**config.mk**
```make
export PLATFORM = sky130hd
export DESIGN_NAME = pc_sequencer_flat
export DESIGN_NICKNAME = d
export VERILOG_FILES = /design/src/rtl/pc_sequencer_if.sv /design/src/rtl/pc_sequencer.sv /design/src/flat_wrapper.sv
export SDC_FILE = /design/constraint.sdc
export NUM_CORES = 1
export LEC_CHECK = 0
export CAP_MARGIN = 20
export CORE_MARGIN = 4
export CORE_UTILIZATION = 40
export CTS_CLUSTER_DIAMETER = 50
export CTS_CLUSTER_SIZE = 28
export DETAILED_ROUTE_END_ITERATION = 10
export GPL_TIMING_DRIVEN = 1
export PLACE_DENSITY = 0.75
export SLEW_MARGIN = 10
export SYNTH_ARGS = -nofsm -noshare
export SYNTH_HDL_FRONTEND = slang
export SYNTH_SLANG_ARGS = --single-unit
export TNS_END_PERCENT = 100
```
**constraint.sdc**
```tcl
create_clock -name clk -period 2.8 [get_ports clk]
set_clock_uncertainty 0.05 [all_clocks]
set_input_delay 0.7 -clock clk [delete_from_list [all_inputs] [get_ports clk]]
set_output_delay 0.7 -clock clk [all_outputs]
set_load 0.02 [all_outputs]
```
**src/rtl/pc_sequencer_if.sv**
```systemverilog
`default_nettype none
// ============================================================================
// Module   : pc_sequencer_if
// Purpose  : Instruction-memory fetch handshake between the PC sequencer
//            (master) and instruction memory (slave).
// Revision : 1.0 - initial release
// ============================================================================
interface pc_sequencer_if;
    logic        imem_req;
    logic [63:0] imem_addr;
    logic        imem_ready;
    logic [31:0] instr;

    modport master (
        output imem_req,
        output imem_addr,
        input  imem_ready,
        input  instr
    );

    modport slave (
        input  imem_req,
        input  imem_addr,
        output imem_ready,
        output instr
    );
endinterface

`default_nettype wire

```
**src/rtl/pc_sequencer.sv**
```systemverilog
`default_nettype none
// ============================================================================
// Module   : pc_sequencer
// Purpose  : Multi-cycle PC sequencer: fetch / wait / execute / PC update
//            with branch resolution, fetch timeout and alignment checking.
// Revision : 1.0 - initial release
// ============================================================================
module pc_sequencer #(
    parameter logic [63:0] RESET_PC      = 64'd0,
    parameter int unsigned FETCH_TIMEOUT = 16
) (
    input  wire logic        clk,
    input  wire logic        reset,
    input  wire logic        start,
    input  wire logic        halt,
    pc_sequencer_if.master   imem,
    output logic      [31:0] instr_out,
    output logic             instr_valid,
    input  wire logic        exec_done,
    input  wire logic        branch,
    input  wire logic        zero,
    input  wire logic [63:0] imm,
    output logic      [63:0] pc,
    output logic             busy,
    output logic      [1:0]  err
);

    typedef enum logic [2:0] {
        S_IDLE   = 3'd0,
        S_FETCH  = 3'd1,
        S_WAIT   = 3'd2,
        S_EXEC   = 3'd3,
        S_UPDATE = 3'd4,
        S_HALTED = 3'd5,
        S_ERROR  = 3'd6
    } state_t;

    localparam logic [7:0] c_timeout     = 8'(FETCH_TIMEOUT);
    localparam logic [1:0] c_err_none    = 2'b00;
    localparam logic [1:0] c_err_timeout = 2'b01;
    localparam logic [1:0] c_err_align   = 2'b10;

    state_t      state_q, state_d;
    logic [63:0] pc_q, pc_d;
    logic [63:0] target_q, target_d;
    logic        take_q, take_d;
    logic [31:0] instr_q, instr_d;
    logic [7:0]  wait_cnt_q, wait_cnt_d;
    logic [1:0]  err_q, err_d;

    logic [7:0]  wait_cnt_inc;
    logic [63:0] next_pc;

    assign wait_cnt_inc = wait_cnt_q + 8'd1;
    assign next_pc      = take_q ? target_q : pc_q + 64'd4;

    always_ff @(posedge clk or negedge reset) begin
        if (!reset) begin
            state_q    <= S_IDLE;
            pc_q       <= RESET_PC;
            target_q   <= '0;
            take_q     <= 1'b0;
            instr_q    <= '0;
            wait_cnt_q <= '0;
            err_q      <= c_err_none;
        end else begin
            state_q    <= state_d;
            pc_q       <= pc_d;
            target_q   <= target_d;
            take_q     <= take_d;
            instr_q    <= instr_d;
            wait_cnt_q <= wait_cnt_d;
            err_q      <= err_d;
        end
    end

    always_comb begin
        state_d    = state_q;
        pc_d       = pc_q;
        target_d   = target_q;
        take_d     = take_q;
        instr_d    = instr_q;
        wait_cnt_d = wait_cnt_q;
        err_d      = err_q;

        case (state_q)
            S_IDLE: begin
                if (start) begin
                    state_d = S_FETCH;
                end
            end
            S_FETCH: begin
                wait_cnt_d = '0;
                state_d    = S_WAIT;
            end
            S_WAIT: begin
                // Ready takes priority over a timeout landing in the same cycle.
                if (imem.imem_ready) begin
                    instr_d = imem.instr;
                    state_d = S_EXEC;
                end else begin
                    wait_cnt_d = wait_cnt_inc;
                    if (wait_cnt_inc == c_timeout) begin
                        err_d   = c_err_timeout;
                        state_d = S_ERROR;
                    end
                end
            end
            S_EXEC: begin
                if (exec_done) begin
                    take_d   = branch & zero;
                    target_d = pc_q + {imm[62:0], 1'b0};
                    state_d  = S_UPDATE;
                end
            end
            S_UPDATE: begin
                if (next_pc[1:0] != 2'b00) begin
                    err_d   = c_err_align;
                    state_d = S_ERROR;
                end else begin
                    pc_d    = next_pc;
                    state_d = halt ? S_HALTED : S_FETCH;
                end
            end
            default: begin
                // HALTED and ERROR are terminal until reset.
                state_d = state_q;
            end
        endcase
    end

    assign imem.imem_req  = (state_q == S_FETCH);
    assign imem.imem_addr = pc_q;
    assign pc             = pc_q;
    assign instr_out      = instr_q;
    assign instr_valid    = (state_q == S_EXEC);
    assign busy           = (state_q == S_FETCH) || (state_q == S_WAIT) ||
                            (state_q == S_EXEC)  || (state_q == S_UPDATE);
    assign err            = err_q;

endmodule

`default_nettype wire

```
**src/flat_wrapper.sv**
```systemverilog
// flat-port wrapper written by rule: the top's interface ports become plain ports
module pc_sequencer_flat 
#(
    parameter logic [63:0] RESET_PC      = 64'd0,
    parameter int unsigned FETCH_TIMEOUT = 16
)
  (clk, reset, start, halt, instr_out, instr_valid, exec_done, branch, zero, imm, pc, busy, err, imem_imem_req, imem_imem_addr, imem_imem_ready, imem_instr);
  pc_sequencer_if imem_i ();
  input  wire logic clk;
  input  wire logic reset;
  input  wire logic start;
  input  wire logic halt;
  output logic      [31:0] instr_out;
  output logic instr_valid;
  input  wire logic exec_done;
  input  wire logic branch;
  input  wire logic zero;
  input  wire logic [63:0] imm;
  output logic      [63:0] pc;
  output logic busy;
  output logic      [1:0] err;
  output wire logic [$bits(imem_i.imem_req)-1:0] imem_imem_req;
  output wire logic [$bits(imem_i.imem_addr)-1:0] imem_imem_addr;
  input wire logic [$bits(imem_i.imem_ready)-1:0] imem_imem_ready;
  input wire logic [$bits(imem_i.instr)-1:0] imem_instr;
  assign imem_imem_req = imem_i.imem_req;
  assign imem_imem_addr = imem_i.imem_addr;
  assign imem_i.imem_ready = imem_imem_ready;
  assign imem_i.instr = imem_instr;
  pc_sequencer #(.RESET_PC(RESET_PC), .FETCH_TIMEOUT(FETCH_TIMEOUT)) u_core (.clk(clk), .reset(reset), .start(start), .halt(halt), .imem(imem_i), .instr_out(instr_out), .instr_valid(instr_valid), .exec_done(exec_done), .branch(branch), .zero(zero), .imm(imm), .pc(pc), .busy(busy), .err(err));
endmodule
```
==> impl_metrics.py, run 1 <==
metrics = {
    "status": {
        "failed_checks": "negative setup slack",
        "run_status": "complete, but fails checks",
    },
    "global_routing": {
        "grt_start_max_net_pins": 53,
        "globalRoute.totalOverflow": 0,
        "grt_first_pass_wirelength_um": 73500,
        "grt_pass1_vias": 13660,
        "grt_usage": 0.2729,
        "antenna_violations_before_repair": 0,
    },
    "route": {
        "wl_met3_um": 3987,
        "routed_wire_length_per_instance_um": 20.51,
        "drt_iter0_markers": 1531,
        "vias": 13780,
        "drt.antenna.violating_nets": 0,
        "drt_pre_antenna_iters": 5,
        "remaining_drc_errors": 0,
        "highest_routed_metal_layer": "met4",
        "detail_route.vias_per_cell": 5.818,
        "total_wire_length_after_detailed_routing_um": 48600,
        "routedLengthMet1_um": 19970,
        "met2RoutedLength_um": 22950,
    },
    "timing": {
        "finalHoldViolations": 0,
        "slew_headroom": 0.5835,
        "rsz_0062_raised_after_global_routing": "yes",
        "final.setup.worst_slack_ns": -0.2980,
        "timing_worst_slew_pin_value_ns": 0.6224,
        "fmaxAchievable_mhz": 322.8,
        "finalSetupTns_ns": -3.880,
        "fin_crit_ns": 3.098,
        "timing.final.max_slew_violations": 0,
        "setup_viol": 31,
        "post-route-period-util": 1.106,
    },
    "clocking": {
        "clock_tree_buffer_depth": 2,
        "path_clk_slew_ns": 0.08,
        "post_cts_hold_buffer_count": 0,
        "root_buffer": "clkbuf_16",
        "worstSkewPairLatency_ns": 0.45,
        "clock_sinks": 174,
        "tritoncts_clock_tree": "done",
        "cts_h_tree_depth": 4,
        "cts_inserted_buffers": 17,
    },
    "worst_setup_path": {
        "required_ns": 3.08,
        "crit_path_max_incr_delay_ns": 0.34,
        "criticalPathCategory": "input port to flop",
        "critPathMaxFanout": 3,
        "crit_buf_inv": 3,
        "startpoint_of_the_most_critical_setup_path": "imm[3]",
        "path_cells": "clkdlybuf4s15_1, ha_4, o211ai_1, o211ai_1, buf_4, nand4_1, o211ai_4, a21oi_4, buf_6, o31ai_4, a41oi_2, o21ai_2, xnor2_1, o21ai_1",
        "worst_r2r_startpoint": "u_core.imem.imem_addr[5]",
        "worst_path_dominant_cell_family": "compound AO/OA/AOI/OAI gates",
        "worst_setup_path_start_kind": "input port",
        "critical_path.most_common_cell": "o211ai_1",
        "timing.critical_path.slowest_stage_cell": "o211ai_1",
        "setup.worst_path.end_class": "flop",
        "worst-endpoint-arrival_ns": 3.38,
    },
    "logic_synthesis": {
        "asyncSetResetFlopFracSynth": 1.000,
        "synth_warnings": 0,
        "synth.avg_cell_area_sq_um": 8.498,
        "number_of_storage_elements_in_the_synthesis_netlist": 174,
        "syn-cell-area_sq_mm": 0.01219,
        "synthCells": 1434,
        "netlist-cell-type-count": 73,
        "synth_seq_area_share": 0.3573,
        "synth-main-ff-cell": "dfrtp_1",
        "syn-num-nets": 1604,
        "synth-edff-count": 0,
    },
    "floorplan": {
        "core_area_sq_mm": 0.02987,
        "dieWidth_um": 182.5,
        "io-pin-count": 269,
        "rows": 63,
        "floorplan.die.height_um": 182.5,
        "initial_utilization": 0.4079,
        "die_area_sq_mm": 0.03332,
    },
    "place": {
        "place_congestion": 0.9504,
        "dp_hpwl_um": 34180,
        "port_buffers": 267,
        "placed_cells": 2278,
    },
    "pwr": {
        "internal-power_mw": 8.156,
        "power-per-cell-area_mw_per_mm2": 704.5,
        "power.sequential.fraction": 0.282,
        "clock_power_share": 0.185,
        "net-switching-power_mw": 5.766,
        "combPwrFrac": 0.533,
        "power.share.switching": 0.4142,
        "vdd_ir_drop_max_mv": 0.4245,
        "static_power_due_to_leakage_nw": 8.464,
    },
    "cells_and_area": {
        "post-route-util": 0.6615,
        "synthToLayoutAreaGrowth_pct": 62.17,
        "drive_gt1_frac": 0.3466,
        "num-nets-final": 2136,
        "total_inserted_antenna_cells": 0,
        "layout.filler_cells": 2221,
        "final_cell_count_no_fill": 2369,
    },
    "worst_hold_path": {
        "holdCritPathClass": "input port to async pin",
    },
    "run": {
        "max_cap_violations": 0,
    },
}
==> cells by family after synthesis <==
| family | after synthesis | synth area share |
|---|---|---|
| compound gates | 488 | 0.2458 |
| simple gates | 441 | 0.1766 |
| flops | 174 | 0.3573 |
| buf+inv | 164 | 0.07166 |
| fa+ha+maj | 66 | 0.06838 |
| xor+xnor | 61 | 0.04384 |
| mux | 40 | 0.03645 |
==> routing by layer <==
layer,vias to the layer above,GRT usage
met5,-,0
met4,0,0.08496
met3,124,0.04764
met2,728,0.4535
met1,6649,0.3638
li1,6283,-
==> power by group through the flow <==
stage / clock (mW) / sequential, mW / combinational (mW)
finish: 2.57 / 3.93 / 7.42
global placement: 0 / 3.88 / 6.34
CTS: 2.59 / 3.90 / 6.90
detailed placement: 0 / 3.93 / 6.47
global route: 2.71 / 4.02 / 7.97
floorplan: 0 / 4.29 / 3.14
==> synthesized netlist by cell type, types with 3 or more instances <==
cell / instances / area share
a311oi_1: 6 / 0.0043
o21a_1: 10 / 0.0062
a221o_1: 15 / 0.012
a21boi_0: 3 / 0.0018
inv_1: 24 / 0.0074
a41oi_1: 9 / 0.0065
nand4_1: 29 / 0.015
a21o_1: 23 / 0.014
dfrtp_1: 174 / 0.36
a31o_2: 9 / 0.0065
mux2_2: 35 / 0.032
and3_1: 24 / 0.012
o211ai_1: 8 / 0.0049
nand3_1: 41 / 0.017
o31ai_1: 8 / 0.0049
and2_1: 15 / 0.0077
a211oi_1: 9 / 0.0055
buf_2: 4 / 0.0016
nor3b_1: 3 / 0.0018
nand2b_1: 5 / 0.0026
nor2_1: 93 / 0.029
clkbuf_1: 66 / 0.020
and4_1: 7 / 0.0050
o22ai_1: 39 / 0.020
or2_2: 4 / 0.0021
a22oi_1: 6 / 0.0037
xor2_1: 26 / 0.019
xnor2_1: 35 / 0.025
a41o_1: 4 / 0.0033
buf_4: 65 / 0.040
o21bai_1: 14 / 0.0086
nand2_1: 158 / 0.049
mux2i_1: 5 / 0.0041
or3_1: 4 / 0.0021
nor2_2: 3 / 0.0015
a31oi_1: 20 / 0.010
nor2b_1: 6 / 0.0031
o21ai_0: 133 / 0.055
a221oi_1: 3 / 0.0022
a21oi_1: 149 / 0.061
ha_1: 65 / 0.067
nor3_1: 27 / 0.011
nor4_1: 8 / 0.0041
buf_1: 3 / 0.00092
==> layout by cell type, fill, tap and decap left out, types with 8 or more instances in the layout <==
cell,n
a21o_1,23
a21oi_1,112
a21oi_2,23
a21oi_4,15
a221o_1,15
a31o_2,9
a31oi_1,14
and2_1,14
and3_1,20
buf_4,352
buf_6,28
clkbuf_16,17
clkdlybuf4s50_1,222
clkinv_8,8
dfrtp_1,169
dlygate4sd2_1,27
ha_1,23
ha_4,39
inv_1,24
mux2_2,35
nand2_1,143
nand2_2,13
nand3_1,34
nand4_1,29
nor2_1,83
nor2_2,9
nor3_1,20
o211ai_1,8
o21a_1,10
o21ai_0,82
o21ai_1,39
o21ai_2,10
o21bai_1,12
o22ai_1,39
xnor2_1,26
xnor2_2,9
xor2_1,22
==> layout make-up <==
cell class / count / area [sq um] / share of cell area
clock buffers: 17 / 425.4 / 0.02153
well taps: 390 / 488.0 / 0.02469
clock inverters: 15 / 211.5 / 0.01070
multi-input cells: 1096 / 8462 / 0.4282
flip-flops and latches: 174 / 4360 / 0.2206
repair buffers: 653 / 5725 / 0.2897
inverters: 24 / 90.09 / 0.004558
==> timing repair <==
| action | in CTS | in global routing |
|---|---|---|
| buffers inserted | 32 | 37 |
| pin swaps | 91 | 104 |
| gates resized for setup | 208 | 141 |
| setup endpoints to repair | 67 | 76 |
==> path summary, 6_finish.rpt <==
kind	slack (ns)	cells after the start	endpoint
max in group asynchronous	1.72	2	u_core.target_q[45]
min in group clk	0.43	2	u_core.target_q[10]
setup / recovery	-0.30	14	u_core.target_q[41]
setup reg to reg	-0.29	13	u_core.target_q[41]
hold / removal	0.12	1	u_core.imem.imem_addr[58]
hold reg to reg	0.43	2	u_core.target_q[10]
==> through the flow <==
step	power [mW]	instance area [sq um]	worst slack, ns	hold slack, ns
after CTS	13.40	18910	-0.3969	0.1357
after global placement	10.22	17330	-1.057	0.4113
after floorplan	7.422	12430	-0.2499	0.3544
final	13.92	19760	-0.2980	0.1216
after detailed placement	10.39	17330	-1.175	0.4212
after global routing	14.70	19760	-0.4534	0.1536
==> sequential cells by signal, indices dropped and copies added, names as in the netlist <==
register	flops
u_core.instr_out	32
u_core.imem.imem_addr	64
u_core.state_q	3
u_core.wait_cnt_q	8
u_core.take_q	1
u_core.target_q	64
u_core.err	2
Power figures use the tool's default switching activity.
==> run 2, diff against run 1 <==
--- a/config.mk
+++ b/config.mk
@@ -6,13 +6,12 @@
 export NUM_CORES = 1
 export LEC_CHECK = 0
 export CAP_MARGIN = 20
-export CORE_MARGIN = 4
 export CORE_UTILIZATION = 40
 export CTS_CLUSTER_DIAMETER = 50
 export CTS_CLUSTER_SIZE = 28
 export DETAILED_ROUTE_END_ITERATION = 10
 export GPL_TIMING_DRIVEN = 1
-export PLACE_DENSITY = 0.75
+export PLACE_DENSITY = 0.73
 export SLEW_MARGIN = 10
 export SYNTH_ARGS = -nofsm -noshare
 export SYNTH_HDL_FRONTEND = slang
==> constraint.sdc (replaced) <==
create_clock -name clk -period 3.6 [get_ports clk]
set_clock_uncertainty 0.05 [all_clocks]
set_input_delay 0.9 -clock clk [delete_from_list [all_inputs] [get_ports clk]]
set_output_delay 0.9 -clock clk [all_outputs]
set_load 0.02 [all_outputs]
==> run 2 against run 1 <==
  * The run now ends clean
  * Cell count down 5.5%
  * Sequential share of layout area up 2.7 points
  * Combinational power down 34%
  * Power down 29%
  * Critical path depth down 1
  * First-iteration DRC count down 28%
  * Worst hold slack better by 0.24 ns
  * Final area down 11%
  * Via count down 7.6%
  * Register-to-register slack better by 0.64 ns
  * Setup slack better by 0.36 ns
  * Critical path type unchanged
==> impl_metrics.py, run 2 (synthesis results as in run 1) <==
metrics = {
    "worst_setup_path": {
        "critPathMaxFanout": 3,
        "criticalPathCategory": "input port to flop",
        "timing.reg2reg.setup_slack_ns": 0.35,
        "worst_setup_path_start_kind": "input port",
        "worst-endpoint-arrival_ns": 3.78,
        "setup.worst_path.end_class": "flop",
        "required_ns": 3.85,
    },
    "pwr": {
        "static_power_due_to_leakage_nw": 7.539,
        "report.power.total_mw": 9.924,
        "power-per-cell-area_mw_per_mm2": 563.9,
        "vdd_ir_drop_max_mv": 0.3505,
    },
    "route": {
        "routed_wire_length_per_instance_um": 18.80,
        "total_wire_length_after_detailed_routing_um": 42070,
        "vias": 12740,
        "drt_pre_antenna_iters": 5,
        "drt_iter0_markers": 1099,
        "drt.antenna.violating_nets": 0,
        "detail_route.vias_per_cell": 5.692,
        "remaining_drc_errors": 0,
    },
    "cells_and_area": {
        "synthToLayoutAreaGrowth_pct": 44.39,
        "drive_gt1_frac": 0.2229,
        "mostFrequentLayoutCell": "clkdlybuf4s50_1",
        "num-nets-final": 2005,
        "layout.cells.most_common_list": "clkdlybuf4s50_1, buf_4, dfrtp_1",
        "total_inserted_antenna_cells": 0,
    },
    "place": {
        "dp_hpwl_um": 30670,
        "place_congestion": 0.9349,
        "port_buffers": 267,
        "post-place-ws_ns": -0.7699,
    },
    "clocking": {
        "worstSkewPairLatency_ns": 0.44,
        "clock_tree_buffer_depth": 2,
        "clock_sinks": 174,
        "path_clk_slew_ns": 0.08,
        "cts_h_tree_depth": 4,
        "cts_inserted_buffers": 17,
        "root_buffer": "clkbuf_16",
        "post_cts_hold_buffer_count": 0,
        "tritoncts_clock_tree": "done",
    },
    "global_routing": {
        "grt_pass1_vias": 12050,
        "grt_first_pass_wirelength_um": 64200,
        "globalRoute.totalOverflow": 0,
        "antenna_violations_before_repair": 0,
        "grt_start_max_net_pins": 72,
        "grt_usage": 0.2622,
    },
    "timing": {
        "final.setup.worst_slack_ns": 0.06284,
        "fmaxAchievable_mhz": 282.7,
        "setup_viol": 0,
        "fin_crit_ns": 3.537,
        "slew_headroom": 0.4727,
        "finalHoldViolations": 0,
        "post-route-period-util": 0.9825,
        "timing_worst_slew_pin_value_ns": 0.7909,
        "timing.final.max_slew_violations": 0,
    },
    "floorplan": {
        "die_area_sq_mm": 0.03117,
        "core_area_sq_mm": 0.02980,
        "rows": 63,
        "io-pin-count": 269,
        "floorplan.die.height_um": 176.5,
        "initial_utilization": 0.4090,
        "dieWidth_um": 176.5,
    },
    "worst_hold_path": {
        "holdCritPathClass": "input port to async pin",
    },
    "status": {
        "run_status": "finished clean",
    },
    "run": {
        "max_cap_violations": 0,
    },
}
==> run 2: layer usage <==
layer	up-vias	track usage	part of all wire
met2	556	0.4074	0.45
met3	76	0.03639	0.066
met5	-	0	0
met1	6081	0.3724	0.46
met4	0	0.08764	0.027
li1	6025	-	-
==> run 2: worst paths after layout <==
path                                             end                startpoint  cells after the start
min in group clk                 u_core.target_q[24]       u_core.target_q[24]                      2
max in group asynchronous        u_core.target_q[43]                     reset                      2
hold reg to reg                  u_core.target_q[24]       u_core.target_q[24]                      2
hold / removal             u_core.imem.imem_addr[55]                     reset                      1
setup / recovery                 u_core.target_q[62]                   imm[32]                     13
setup reg to reg                 u_core.target_q[39]  u_core.imem.imem_addr[1]                     15
==> run 2: repair_timing <==
action | 4_1_cts | 5_1_grt
pin swaps | 10 | 21
resized for setup | 20 | 67
endpoints found under the hold margin | 0 | 0
endpoints found under the setup margin | 20 | 20
setup buffers | 1 | 4
==> run 2: worst max-delay path: stages <==
cell and delay (ns):
clkdlybuf4s50_1 0.55, ha_4 0.24, a21oi_2 0.15, o21ai_1 0.11, nand4_1 0.11, o211ai_1 0.17
a221oi_2 0.38, buf_4 0.18, a21oi_1 0.08, or4_4 0.53, a21oi_2 0.16, xor2_1 0.16
o21ai_1 0.07
==> run 2: cell type report <==
class	instances	area, sq um
clock inverter	15	201.4
timing repair buffer	522	4642
sequential	174	4354
multi-input combinational	1096	7396
tap	390	488.0
fill	2562	12200
inverter	24	90.09
clock buffer	17	425.4
==> run 2: power breakdown <==
| group | internal, mW | switching (mW) |
|---|---|---|
| clock | 0.961 | 0.998 |
| combinational | 2.34 | 2.55 |
| sequential | 2.57 | 0.504 |
==> run 2: metrics by stage <==
step,instance area (sq um),instances,utilization,hold slack (ns),setup TNS [ns]
after floorplan,12190,1434,-,0.3993,0
after global placement,16490,2201,0.5535,0.4128,-16.50
after detailed placement,16490,2201,0.5535,0.4210,-17.32
after CTS,17190,2234,0.5771,0.3868,-0.001811
after global routing,17600,2238,0.5906,0.3948,-0.1210
final,17600,2238,0.5906,0.3659,0
